===== src/rtl/complex_fu_seq_ctrl_pkg.sv =====
// Shared types and constants for the complex (mult/div) functional-unit sequencer.
package complex_fu_seq_ctrl_pkg;

  localparam int unsigned SIZE_OPCODE_I   = 6;
  localparam int unsigned EXECUTION_FLAGS = 4;
  localparam int unsigned FLAG_EXECUTED   = 0;
  localparam int unsigned FLAG_EXCEPTION  = 1;

  localparam int unsigned CFU_MUL_LAT = 3;
  localparam int unsigned CFU_DIV_LAT = 8;

  typedef logic [SIZE_OPCODE_I-1:0]   opcode_t;
  typedef logic [EXECUTION_FLAGS-1:0] flags_t;

  localparam opcode_t OP_SYSCALL = 6'h0C;
  localparam opcode_t OP_MULT_L  = 6'h20;
  localparam opcode_t OP_MULT_H  = 6'h21;
  localparam opcode_t OP_MULTU_L = 6'h22;
  localparam opcode_t OP_MULTU_H = 6'h23;
  localparam opcode_t OP_DIV_L   = 6'h24;
  localparam opcode_t OP_DIV_H   = 6'h25;
  localparam opcode_t OP_DIVU_L  = 6'h26;
  localparam opcode_t OP_DIVU_H  = 6'h27;

  typedef enum logic [1:0] {
    CFU_IDLE = 2'd0,
    CFU_EXEC = 2'd1,
    CFU_DONE = 2'd2
  } cfu_state_e;

  function automatic int unsigned cfu_max(int unsigned a, int unsigned b);
    return (a > b) ? a : b;
  endfunction

  // Counter must hold the largest latency value itself, hence the extra bit.
  function automatic int unsigned cfu_cnt_width(int unsigned mul_lat, int unsigned div_lat);
    return $clog2(cfu_max(mul_lat, div_lat)) + 1;
  endfunction

  function automatic flags_t div_zero_flags();
    flags_t f;
    f = '0;
    f[FLAG_EXECUTED]  = 1'b1;
    f[FLAG_EXCEPTION] = 1'b1;
    return f;
  endfunction

endpackage


===== src/rtl/complex_fu_seq_ctrl_if.sv =====
// Issue, ALU-operand and writeback bus of the complex-FU sequencer.
interface complex_fu_seq_ctrl_if #(
  parameter int unsigned SIZE_DATA = 32,
  parameter int unsigned SIZE_TAG  = 7
);
  import complex_fu_seq_ctrl_pkg::*;

  logic                   flush_i;
  logic                   issue_valid_i;
  logic                   issue_ready_o;
  opcode_t                opcode_i;
  logic [SIZE_DATA-1:0]   data1_i;
  logic [SIZE_DATA-1:0]   data2_i;
  logic [SIZE_TAG-1:0]    tag_i;

  opcode_t                alu_opcode_o;
  logic [SIZE_DATA-1:0]   alu_data1_o;
  logic [SIZE_DATA-1:0]   alu_data2_o;
  logic [2*SIZE_DATA-1:0] alu_result_i;
  flags_t                 alu_flags_i;

  logic                   wb_valid_o;
  logic                   wb_ready_i;
  logic [SIZE_TAG-1:0]    wb_tag_o;
  logic [SIZE_DATA-1:0]   wb_result_o;
  flags_t                 wb_flags_o;
  logic                   busy_o;

  modport slave (
    input  flush_i, issue_valid_i, opcode_i, data1_i, data2_i, tag_i,
    input  alu_result_i, alu_flags_i, wb_ready_i,
    output issue_ready_o, alu_opcode_o, alu_data1_o, alu_data2_o,
    output wb_valid_o, wb_tag_o, wb_result_o, wb_flags_o, busy_o
  );

  modport master (
    output flush_i, issue_valid_i, opcode_i, data1_i, data2_i, tag_i,
    output alu_result_i, alu_flags_i, wb_ready_i,
    input  issue_ready_o, alu_opcode_o, alu_data1_o, alu_data2_o,
    input  wb_valid_o, wb_tag_o, wb_result_o, wb_flags_o, busy_o
  );

endinterface


===== src/rtl/cfu_latency_decode.sv =====
// Combinational opcode decode: divide class and modelled latency in cycles.
module cfu_latency_decode
  import complex_fu_seq_ctrl_pkg::*;
#(
  parameter int unsigned MUL_LAT = CFU_MUL_LAT,
  parameter int unsigned DIV_LAT = CFU_DIV_LAT,
  parameter int unsigned CNT_W   = cfu_cnt_width(CFU_MUL_LAT, CFU_DIV_LAT)
) (
  input  opcode_t          opcode_i,
  output logic             is_div_o,
  output logic [CNT_W-1:0] latency_o
);

  always_comb begin
    is_div_o  = 1'b0;
    latency_o = CNT_W'(1);
    case (opcode_i)
      OP_MULT_L, OP_MULT_H, OP_MULTU_L, OP_MULTU_H: begin
        latency_o = CNT_W'(MUL_LAT);
      end
      OP_DIV_L, OP_DIV_H, OP_DIVU_L, OP_DIVU_H: begin
        is_div_o  = 1'b1;
        latency_o = CNT_W'(DIV_LAT);
      end
      default: begin
        // SYSCALL and unrecognised opcodes complete in a single cycle.
        latency_o = CNT_W'(1);
      end
    endcase
  end

endmodule


===== src/rtl/complex_fu_seq_ctrl.sv =====
// Sequencer around the combinational mult/div ALU: holds operands for the op's latency,
// captures the result and offers it to writeback. One operation in flight.
module complex_fu_seq_ctrl
  import complex_fu_seq_ctrl_pkg::*;
#(
  parameter int unsigned SIZE_DATA = 32,
  parameter int unsigned SIZE_TAG  = 7,
  parameter int unsigned MUL_LAT   = CFU_MUL_LAT,
  parameter int unsigned DIV_LAT   = CFU_DIV_LAT
) (
  input logic                  clk,
  input logic                  reset_n,
  complex_fu_seq_ctrl_if.slave bus
);

  localparam int unsigned CNT_W = cfu_cnt_width(MUL_LAT, DIV_LAT);

  cfu_state_e           state_q, state_d;
  logic [CNT_W-1:0]     cnt_q, cnt_d;

  logic                 dec_is_div;
  logic [CNT_W-1:0]     dec_lat;

  opcode_t              alu_opcode_q;
  logic [SIZE_DATA-1:0] alu_data1_q;
  logic [SIZE_DATA-1:0] alu_data2_q;
  logic [SIZE_TAG-1:0]  tag_q;
  logic                 is_div_q;
  logic [SIZE_DATA-1:0] result_q;
  flags_t               flags_q;

  logic                 in_idle, in_exec, in_done;
  logic                 ready_int;
  logic                 accept;
  logic                 capture;
  logic                 div_by_zero;
  logic                 unused_result_hi;

  cfu_latency_decode #(
    .MUL_LAT (MUL_LAT),
    .DIV_LAT (DIV_LAT),
    .CNT_W   (CNT_W)
  ) u_lat_dec (
    .opcode_i  (bus.opcode_i),
    .is_div_o  (dec_is_div),
    .latency_o (dec_lat)
  );

  assign in_idle   = (state_q == CFU_IDLE);
  assign in_exec   = (state_q == CFU_EXEC);
  assign in_done   = (state_q == CFU_DONE);
  assign ready_int = in_idle | (in_done & bus.wb_ready_i);

  // Flush wins over a same-cycle issue, so the accept itself is suppressed.
  assign accept      = bus.issue_valid_i & ready_int & ~bus.flush_i;
  assign capture     = in_exec & (cnt_q == CNT_W'(1)) & ~bus.flush_i;
  assign div_by_zero = is_div_q & (alu_data2_q == '0);

  always_ff @(posedge clk or negedge reset_n) begin
    if (!reset_n) begin
      state_q <= CFU_IDLE;
      cnt_q   <= '0;
    end else begin
      state_q <= state_d;
      cnt_q   <= cnt_d;
    end
  end

  always_comb begin
    state_d = state_q;
    cnt_d   = cnt_q;
    case (state_q)
      CFU_IDLE: begin
        if (accept) begin
          state_d = CFU_EXEC;
          cnt_d   = dec_lat;
        end
      end
      CFU_EXEC: begin
        cnt_d = cnt_q - CNT_W'(1);
        if (cnt_q == CNT_W'(1)) begin
          state_d = CFU_DONE;
        end
      end
      CFU_DONE: begin
        // Retiring the result and accepting the next op share one cycle: no bubble.
        if (accept) begin
          state_d = CFU_EXEC;
          cnt_d   = dec_lat;
        end else if (bus.wb_ready_i) begin
          state_d = CFU_IDLE;
        end
      end
      default: begin
        state_d = CFU_IDLE;
        cnt_d   = '0;
      end
    endcase
    if (bus.flush_i) begin
      state_d = CFU_IDLE;
      cnt_d   = '0;
    end
  end

  always_ff @(posedge clk or negedge reset_n) begin
    if (!reset_n) begin
      alu_opcode_q <= '0;
      alu_data1_q  <= '0;
      alu_data2_q  <= '0;
      tag_q        <= '0;
      is_div_q     <= 1'b0;
    end else if (accept) begin
      alu_opcode_q <= bus.opcode_i;
      alu_data1_q  <= bus.data1_i;
      alu_data2_q  <= bus.data2_i;
      tag_q        <= bus.tag_i;
      is_div_q     <= dec_is_div;
    end
  end

  always_ff @(posedge clk or negedge reset_n) begin
    if (!reset_n) begin
      result_q <= '0;
      flags_q  <= '0;
    end else if (capture) begin
      if (div_by_zero) begin
        result_q <= '0;
        flags_q  <= div_zero_flags();
      end else begin
        result_q <= bus.alu_result_i[SIZE_DATA-1:0];
        flags_q  <= bus.alu_flags_i;
      end
    end
  end

  assign unused_result_hi = ^bus.alu_result_i[2*SIZE_DATA-1:SIZE_DATA];

  // Qualified by reset_n so every output reads 0 while reset is held.
  assign bus.issue_ready_o = reset_n & ready_int;
  assign bus.busy_o        = ~in_idle;
  assign bus.wb_valid_o    = in_done;
  assign bus.wb_tag_o      = tag_q;
  assign bus.wb_result_o   = result_q;
  assign bus.wb_flags_o    = flags_q;
  assign bus.alu_opcode_o  = alu_opcode_q;
  assign bus.alu_data1_o   = alu_data1_q;
  assign bus.alu_data2_o   = alu_data2_q;

endmodule

===== src/flat_wrapper.sv =====
// flat-port wrapper written by rule: the top's interface ports become plain ports
module complex_fu_seq_ctrl_flat import complex_fu_seq_ctrl_pkg::*;
#(
  parameter int unsigned SIZE_DATA = 32,
  parameter int unsigned SIZE_TAG  = 7,
  parameter int unsigned MUL_LAT   = CFU_MUL_LAT,
  parameter int unsigned DIV_LAT   = CFU_DIV_LAT
)
  (clk, reset_n, bus_flush_i, bus_issue_valid_i, bus_opcode_i, bus_data1_i, bus_data2_i, bus_tag_i, bus_alu_result_i, bus_alu_flags_i, bus_wb_ready_i, bus_issue_ready_o, bus_alu_opcode_o, bus_alu_data1_o, bus_alu_data2_o, bus_wb_valid_o, bus_wb_tag_o, bus_wb_result_o, bus_wb_flags_o, bus_busy_o);
  complex_fu_seq_ctrl_if #(.SIZE_DATA(SIZE_DATA), .SIZE_TAG(SIZE_TAG)) bus_i ();
  input logic clk;
  input logic reset_n;
  input wire logic [$bits(bus_i.flush_i)-1:0] bus_flush_i;
  input wire logic [$bits(bus_i.issue_valid_i)-1:0] bus_issue_valid_i;
  input wire logic [$bits(bus_i.opcode_i)-1:0] bus_opcode_i;
  input wire logic [$bits(bus_i.data1_i)-1:0] bus_data1_i;
  input wire logic [$bits(bus_i.data2_i)-1:0] bus_data2_i;
  input wire logic [$bits(bus_i.tag_i)-1:0] bus_tag_i;
  input wire logic [$bits(bus_i.alu_result_i)-1:0] bus_alu_result_i;
  input wire logic [$bits(bus_i.alu_flags_i)-1:0] bus_alu_flags_i;
  input wire logic [$bits(bus_i.wb_ready_i)-1:0] bus_wb_ready_i;
  output wire logic [$bits(bus_i.issue_ready_o)-1:0] bus_issue_ready_o;
  output wire logic [$bits(bus_i.alu_opcode_o)-1:0] bus_alu_opcode_o;
  output wire logic [$bits(bus_i.alu_data1_o)-1:0] bus_alu_data1_o;
  output wire logic [$bits(bus_i.alu_data2_o)-1:0] bus_alu_data2_o;
  output wire logic [$bits(bus_i.wb_valid_o)-1:0] bus_wb_valid_o;
  output wire logic [$bits(bus_i.wb_tag_o)-1:0] bus_wb_tag_o;
  output wire logic [$bits(bus_i.wb_result_o)-1:0] bus_wb_result_o;
  output wire logic [$bits(bus_i.wb_flags_o)-1:0] bus_wb_flags_o;
  output wire logic [$bits(bus_i.busy_o)-1:0] bus_busy_o;
  assign bus_i.flush_i = bus_flush_i;
  assign bus_i.issue_valid_i = bus_issue_valid_i;
  assign bus_i.opcode_i = bus_opcode_i;
  assign bus_i.data1_i = bus_data1_i;
  assign bus_i.data2_i = bus_data2_i;
  assign bus_i.tag_i = bus_tag_i;
  assign bus_i.alu_result_i = bus_alu_result_i;
  assign bus_i.alu_flags_i = bus_alu_flags_i;
  assign bus_i.wb_ready_i = bus_wb_ready_i;
  assign bus_issue_ready_o = bus_i.issue_ready_o;
  assign bus_alu_opcode_o = bus_i.alu_opcode_o;
  assign bus_alu_data1_o = bus_i.alu_data1_o;
  assign bus_alu_data2_o = bus_i.alu_data2_o;
  assign bus_wb_valid_o = bus_i.wb_valid_o;
  assign bus_wb_tag_o = bus_i.wb_tag_o;
  assign bus_wb_result_o = bus_i.wb_result_o;
  assign bus_wb_flags_o = bus_i.wb_flags_o;
  assign bus_busy_o = bus_i.busy_o;
  complex_fu_seq_ctrl #(.SIZE_DATA(SIZE_DATA), .SIZE_TAG(SIZE_TAG), .MUL_LAT(MUL_LAT), .DIV_LAT(DIV_LAT)) u_core (.clk(clk), .reset_n(reset_n), .bus(bus_i));
endmodule

===== config.mk =====
export PLATFORM = sky130hd
export DESIGN_NAME = complex_fu_seq_ctrl_flat
export DESIGN_NICKNAME = d
export VERILOG_FILES = /design/src/rtl/complex_fu_seq_ctrl_pkg.sv /design/src/rtl/complex_fu_seq_ctrl_if.sv /design/src/rtl/cfu_latency_decode.sv /design/src/rtl/complex_fu_seq_ctrl.sv /design/src/flat_wrapper.sv
export SDC_FILE = /design/constraint.sdc
export NUM_CORES = 1
export LEC_CHECK = 0
export ABC_AREA = 0
export ABC_CLOCK_PERIOD_IN_PS = 2250
export CORE_ASPECT_RATIO = 1.25
export CORE_UTILIZATION = 40
export CTS_BUF_LIST = sky130_fd_sc_hd__clkbuf_8
export CTS_CLUSTER_DIAMETER = 200
export DETAILED_ROUTE_END_ITERATION = 12
export PLACE_DENSITY = 0.83
export SYNTH_ARGS = -nofsm -noshare
export SYNTH_HDL_FRONTEND = slang
export SYNTH_SLANG_ARGS = --single-unit

===== constraint.sdc =====
create_clock -name clk -period 2.25 [get_ports clk]
set_input_delay 0.225 -clock clk [delete_from_list [all_inputs] [get_ports clk]]
set_output_delay 0.225 -clock clk [all_outputs]
set_load 0.01 [all_outputs]

==> impl_metrics.csv <==
group,metric,value,unit
setup_path,ff2ff_setup_slack,0.52,ns
synth,synth_xor_area_frac,0.00181,
setup_path,cp_data_arrival_time,1.87,ns
floorplanning,start_util,0.413,
synth,syn_area,0.00484,mm^2
synth,yosys.area_share.simple,0.114,
hold_path,hold_path_end,"u_core.bus.wb_result_o[12]",
setup_path,critPathRequiredTime,2.03,ns
synth,synth-compound-area-share,0.0480,
setup_path,cp-start-kind,"register",
sta,tns,0,ns
layout,layout-drive-gt1-share,0.194,
cts,cts_max_level,4,
sta,slew_headroom,0.590,
setup_path,crit_path_top_delay_cell,"clkdlybuf4s50_1",
sta,fmax,478,MHz
cts,insertion_delay,0.42,ns
synth,ys_seq_area_frac,0.620,
layout,n_antenna_cell,0,
setup_path,rr_endpoint,"u_core.bus.wb_flags_o[1]",
cts,clkTransAtPathRegs,0.07,ns
synth,ys_warn_count,0,
sta,min_period,2.09,ns
layout,area_delta_synth_final,60.6,%
setup_path,cp_max_fo,6,
hold_path,min_path_type,"in2reg",
pwr,p_seq_frac,0.402,
setup_path,crit_cells,3,
layout,fillers,926,
cts,cts_tree,"yes",
global_route,overflow,0,
layout,layout.nets,768,
global_route,grt_usage,0.215,
global_route,grt_antenna_before_repair,0,
global_route,grt_pass1_vias,4181,
pwr,power_switching,2.33,mW
detailed_routing,viasPerCell,4.98,
setup_path,max_stage_delay,0.55,ns
pwr,switching_share,0.289,
floorplanning,num_io_pins,266,
synth,synth_nets,531,
sta,slew_violations,0,
global_route,grt_pass1_wl,20800,um
synth,synth_area_per_cell,12.8,um^2
cts,postCtsSetupRepairBufs,0,
placed_design,numPortBuffers,233,
global_route,use_met2,0.380,
synth,yosys.area.top_type,"dfrtp_1",
sta,rsz0062_at_grt,"false",
floorplanning,die_y,125,um
pwr,p_int,5.72,mW
synth,yosys-top-cells-area,"dfrtp_1 62%, mux2_2 18%, nand3_1 3.9%",
hold_path,hold_depth,3,
synth,yosysTopAreaCellShare,0.620,
global_route,busiest_layer,"met2",
global_route,grt_util_met1,0.232,
cts,cts_inserted_buffers,17,
global_route,grt_use_met3,0.0760,
setup_path,reg2regPathDepth,7,
detailed_routing,drtIter0Drc,118,
sta,worst_slew_pin_slew,0.616,ns
setup_path,crit_chain,"nand2b_1, and3b_1, clkdlybuf4s50_1",
synth,ys_ff_latch,120,
synth,ys_types,32,
sta,setup_ws,0.157,ns
detailed_routing,drc,0,
placed_design,hpwl,9430,um
synth,muxShareOfSynthArea,0.181,
placed_design,globalplace.congestion,0.791,
floorplanning,die-area,0.0126,mm^2
setup_path,crit_family,"buffers and inverters",
detailed_routing,vias,3928,
pwr,comb_power_share,0.363,
setup_path,path_buf_inv,1,
cts,clockRootBuffer,"clkbuf_8",
status,status,"finished, final reports clean",
synth,syn_inst,379,
cts,cts_max_path_buffers,2,
setup_path,end_kind,"output pin",
setup_path,timing.rr.start,"u_core.cnt_q[1]",
pwr,leakage,3.25,nW
pwr,powerDensity,1030,mW/mm^2
setup_path,crit_type,"reg2out",
synth,synth-adder-area-share,0.00517,
pwr,p_clk_frac,0.236,
sta,hold_viol,0,
sta,setup_viol_count_final,0,
detailed_routing,route.detailed.wl_per_inst,16.4,um
synth,synth_top_family_by_area,"multiplexers",
placed_design,place_ws,0.285,ns
floorplanning,die_w,100,um
flow_run,drv_cap,0,
detailed_routing,first_pass_iters,6,
floorplanning,coreArea,0.0117,mm^2
detailed_routing,wirelength,12900,um
sta,fin_skew,0.00999,ns
sta,finalCritPeriodShare,0.930,
pwr,peakVddDrop,0.516,mV
cts,numClockSinks,120,
detailed_routing,ant_nets,0,
hold_path,hold_start,"bus_alu_result_i[12]",
global_route,grt_max_degree,121,
floorplanning,rows,44,
sequential cells by signal (all words and copies together), names as in the netlist:
signal and flops:
u_core.state_q 2, u_core.bus.wb_result_o 32, u_core.bus.alu_data2_o 32, u_core.bus.alu_data1_o 32, u_core.bus.alu_opcode_o 6, u_core.cnt_q 4
u_core.bus.wb_flags_o 4, u_core.bus.wb_tag_o 7, u_core.is_div_q 1
power groups by stage:
| stage | logic, mW | clock network [mW] | registers [mW] |
|---|---|---|---|
| after floorplan | 0.801 | 0 | 3.54 |
| after global placement | 2.87 | 0 | 3.22 |
| after detailed placement | 2.94 | 0 | 3.27 |
| after CTS | 2.96 | 1.95 | 3.24 |
| after global routing | 3.12 | 2.07 | 3.31 |
| final | 2.92 | 1.90 | 3.23 |
synth_stat cells:
| library cell | count |
|---|---|
| nand2b_1 | 2 |
| and3b_1 | 1 |
| o22ai_1 | 1 |
| or3b_2 | 1 |
| inv_1 | 2 |
| buf_1 | 3 |
| nand4_1 | 2 |
| ha_1 | 2 |
| buf_6 | 3 |
| nor3b_2 | 1 |
| nor2b_1 | 1 |
| nor4_4 | 1 |
| clkbuf_1 | 2 |
| nor4b_1 | 2 |
| nor2_1 | 4 |
| xnor2_1 | 1 |
| nor3_1 | 2 |
| mux2_2 | 78 |
| nor4bb_1 | 1 |
| nand3_1 | 38 |
| o21ai_0 | 5 |
| nor4_1 | 6 |
| a22o_1 | 2 |
| buf_4 | 2 |
| nor3b_1 | 1 |
| a21oi_1 | 35 |
| nand2_1 | 41 |
| nand3b_1 | 2 |
| buf_2 | 14 |
| or2_2 | 2 |
| o221ai_1 | 1 |
| dfrtp_1 | 120 |
placed cells by master (no fill, tap or decap), drive strengths merged:
cell type / netlist / routed
clkinvlp: 0 / 1
ha: 2 / 2
o21ai: 5 / 5
dfrtp: 120 / 120
or2: 2 / 2
nor4: 7 / 7
buf: 22 / 9
and3b: 1 / 1
nor2: 4 / 4
inv: 2 / 5
nand3b: 2 / 2
bufinv: 0 / 3
a21oi: 35 / 35
clkdlybuf4s50: 0 / 232
dlygate4sd3: 0 / 1
nand2b: 2 / 2
o221ai: 1 / 1
o22ai: 1 / 1
clkinv: 0 / 6
xnor2: 1 / 1
nor2b: 1 / 1
mux2: 78 / 78
nand3: 38 / 38
clkbuf: 2 / 18
nor3b: 2 / 2
nand2: 41 / 41
nor3: 2 / 2
nor4b: 2 / 2
nor4bb: 1 / 1
or3b: 1 / 1
a22o: 2 / 2
nand4: 2 / 2
how the worst max path moves through the flow:
| stage | from | endpoint | slack, ns |
|---|---|---|---|
| after floorplan | u_core.cnt_q[1] | u_core.bus.wb_result_o[10] | 0.53 |
| after global placement | bus_flush_i | u_core.bus.wb_flags_o[0] | 0.32 |
| after detailed placement | bus_flush_i | u_core.bus.alu_data2_o[17] | 0.29 |
| after CTS | u_core.state_q[1] | bus_issue_ready_o | 0.13 |
| after global routing | u_core.state_q[1] | bus_issue_ready_o | 0.06 |
| final | u_core.state_q[1] | bus_issue_ready_o | 0.16 |
repair_timing:
action                    CTS  global route
hold buffers                1             0
gates resized for setup     0             0
hold endpoints to repair  120             0
worst reg2reg max path, stage by stage (launching register included):
cell and delay [ns]:
dfrtp_1 0.39, inv_1 0.08, ha_1 0.14, nor3b_2 0.17, nand2_1 0.15, nor4_4 0.36, buf_12 0.23, nand3b_1 0.14
routing by layer:
metal | vias to the layer above | share of wire
li1 | 1810 | -
met4 | 0 | 0.023
met2 | 168 | 0.53
met3 | 22 | 0.079
met1 | 1928 | 0.37
met5 | - | 0
layout make-up:
type	instances	area (um^2)	area share
multi-input cells	233	1720	0.221
clock buffers	18	248	0.0318
repair buffers	242	2460	0.316
flip-flops and latches	120	3000	0.386
clock inverters	13	139	0.0178
well taps	161	201	0.0259
inverters	2	7.51	0.000965
per-stage QoR:
| stage | utilization | area (um^2) | instances | total power, mW | hold WS (ns) |
|---|---|---|---|---|---|
| 4_1_cts | 0.664 | 7780 | 789 | 8.14 | 0.333 |
| 5_1_grt | 0.664 | 7780 | 789 | 8.50 | 0.341 |
| 3_5_place_dp | 0.630 | 7380 | 757 | 6.22 | 0.419 |
| 6_report | 0.664 | 7780 | 789 | 8.05 | 0.362 |
| 3_3_place_gp | 0.630 | 7380 | 757 | 6.09 | 0.410 |
| 2_1_floorplan | - | 4840 | 379 | 4.34 | -0.0706 |
cells by family (layout without fill, tap and decap cells):
kind of cell	after synthesis	in the layout
compound gates	44	44
xor+xnor	1	1
fa+ha+maj	2	2
buf+inv	26	275
flops	120	120
mux	78	78
simple gates	108	108
No activity file was read; power rests on OpenSTA's default activity.
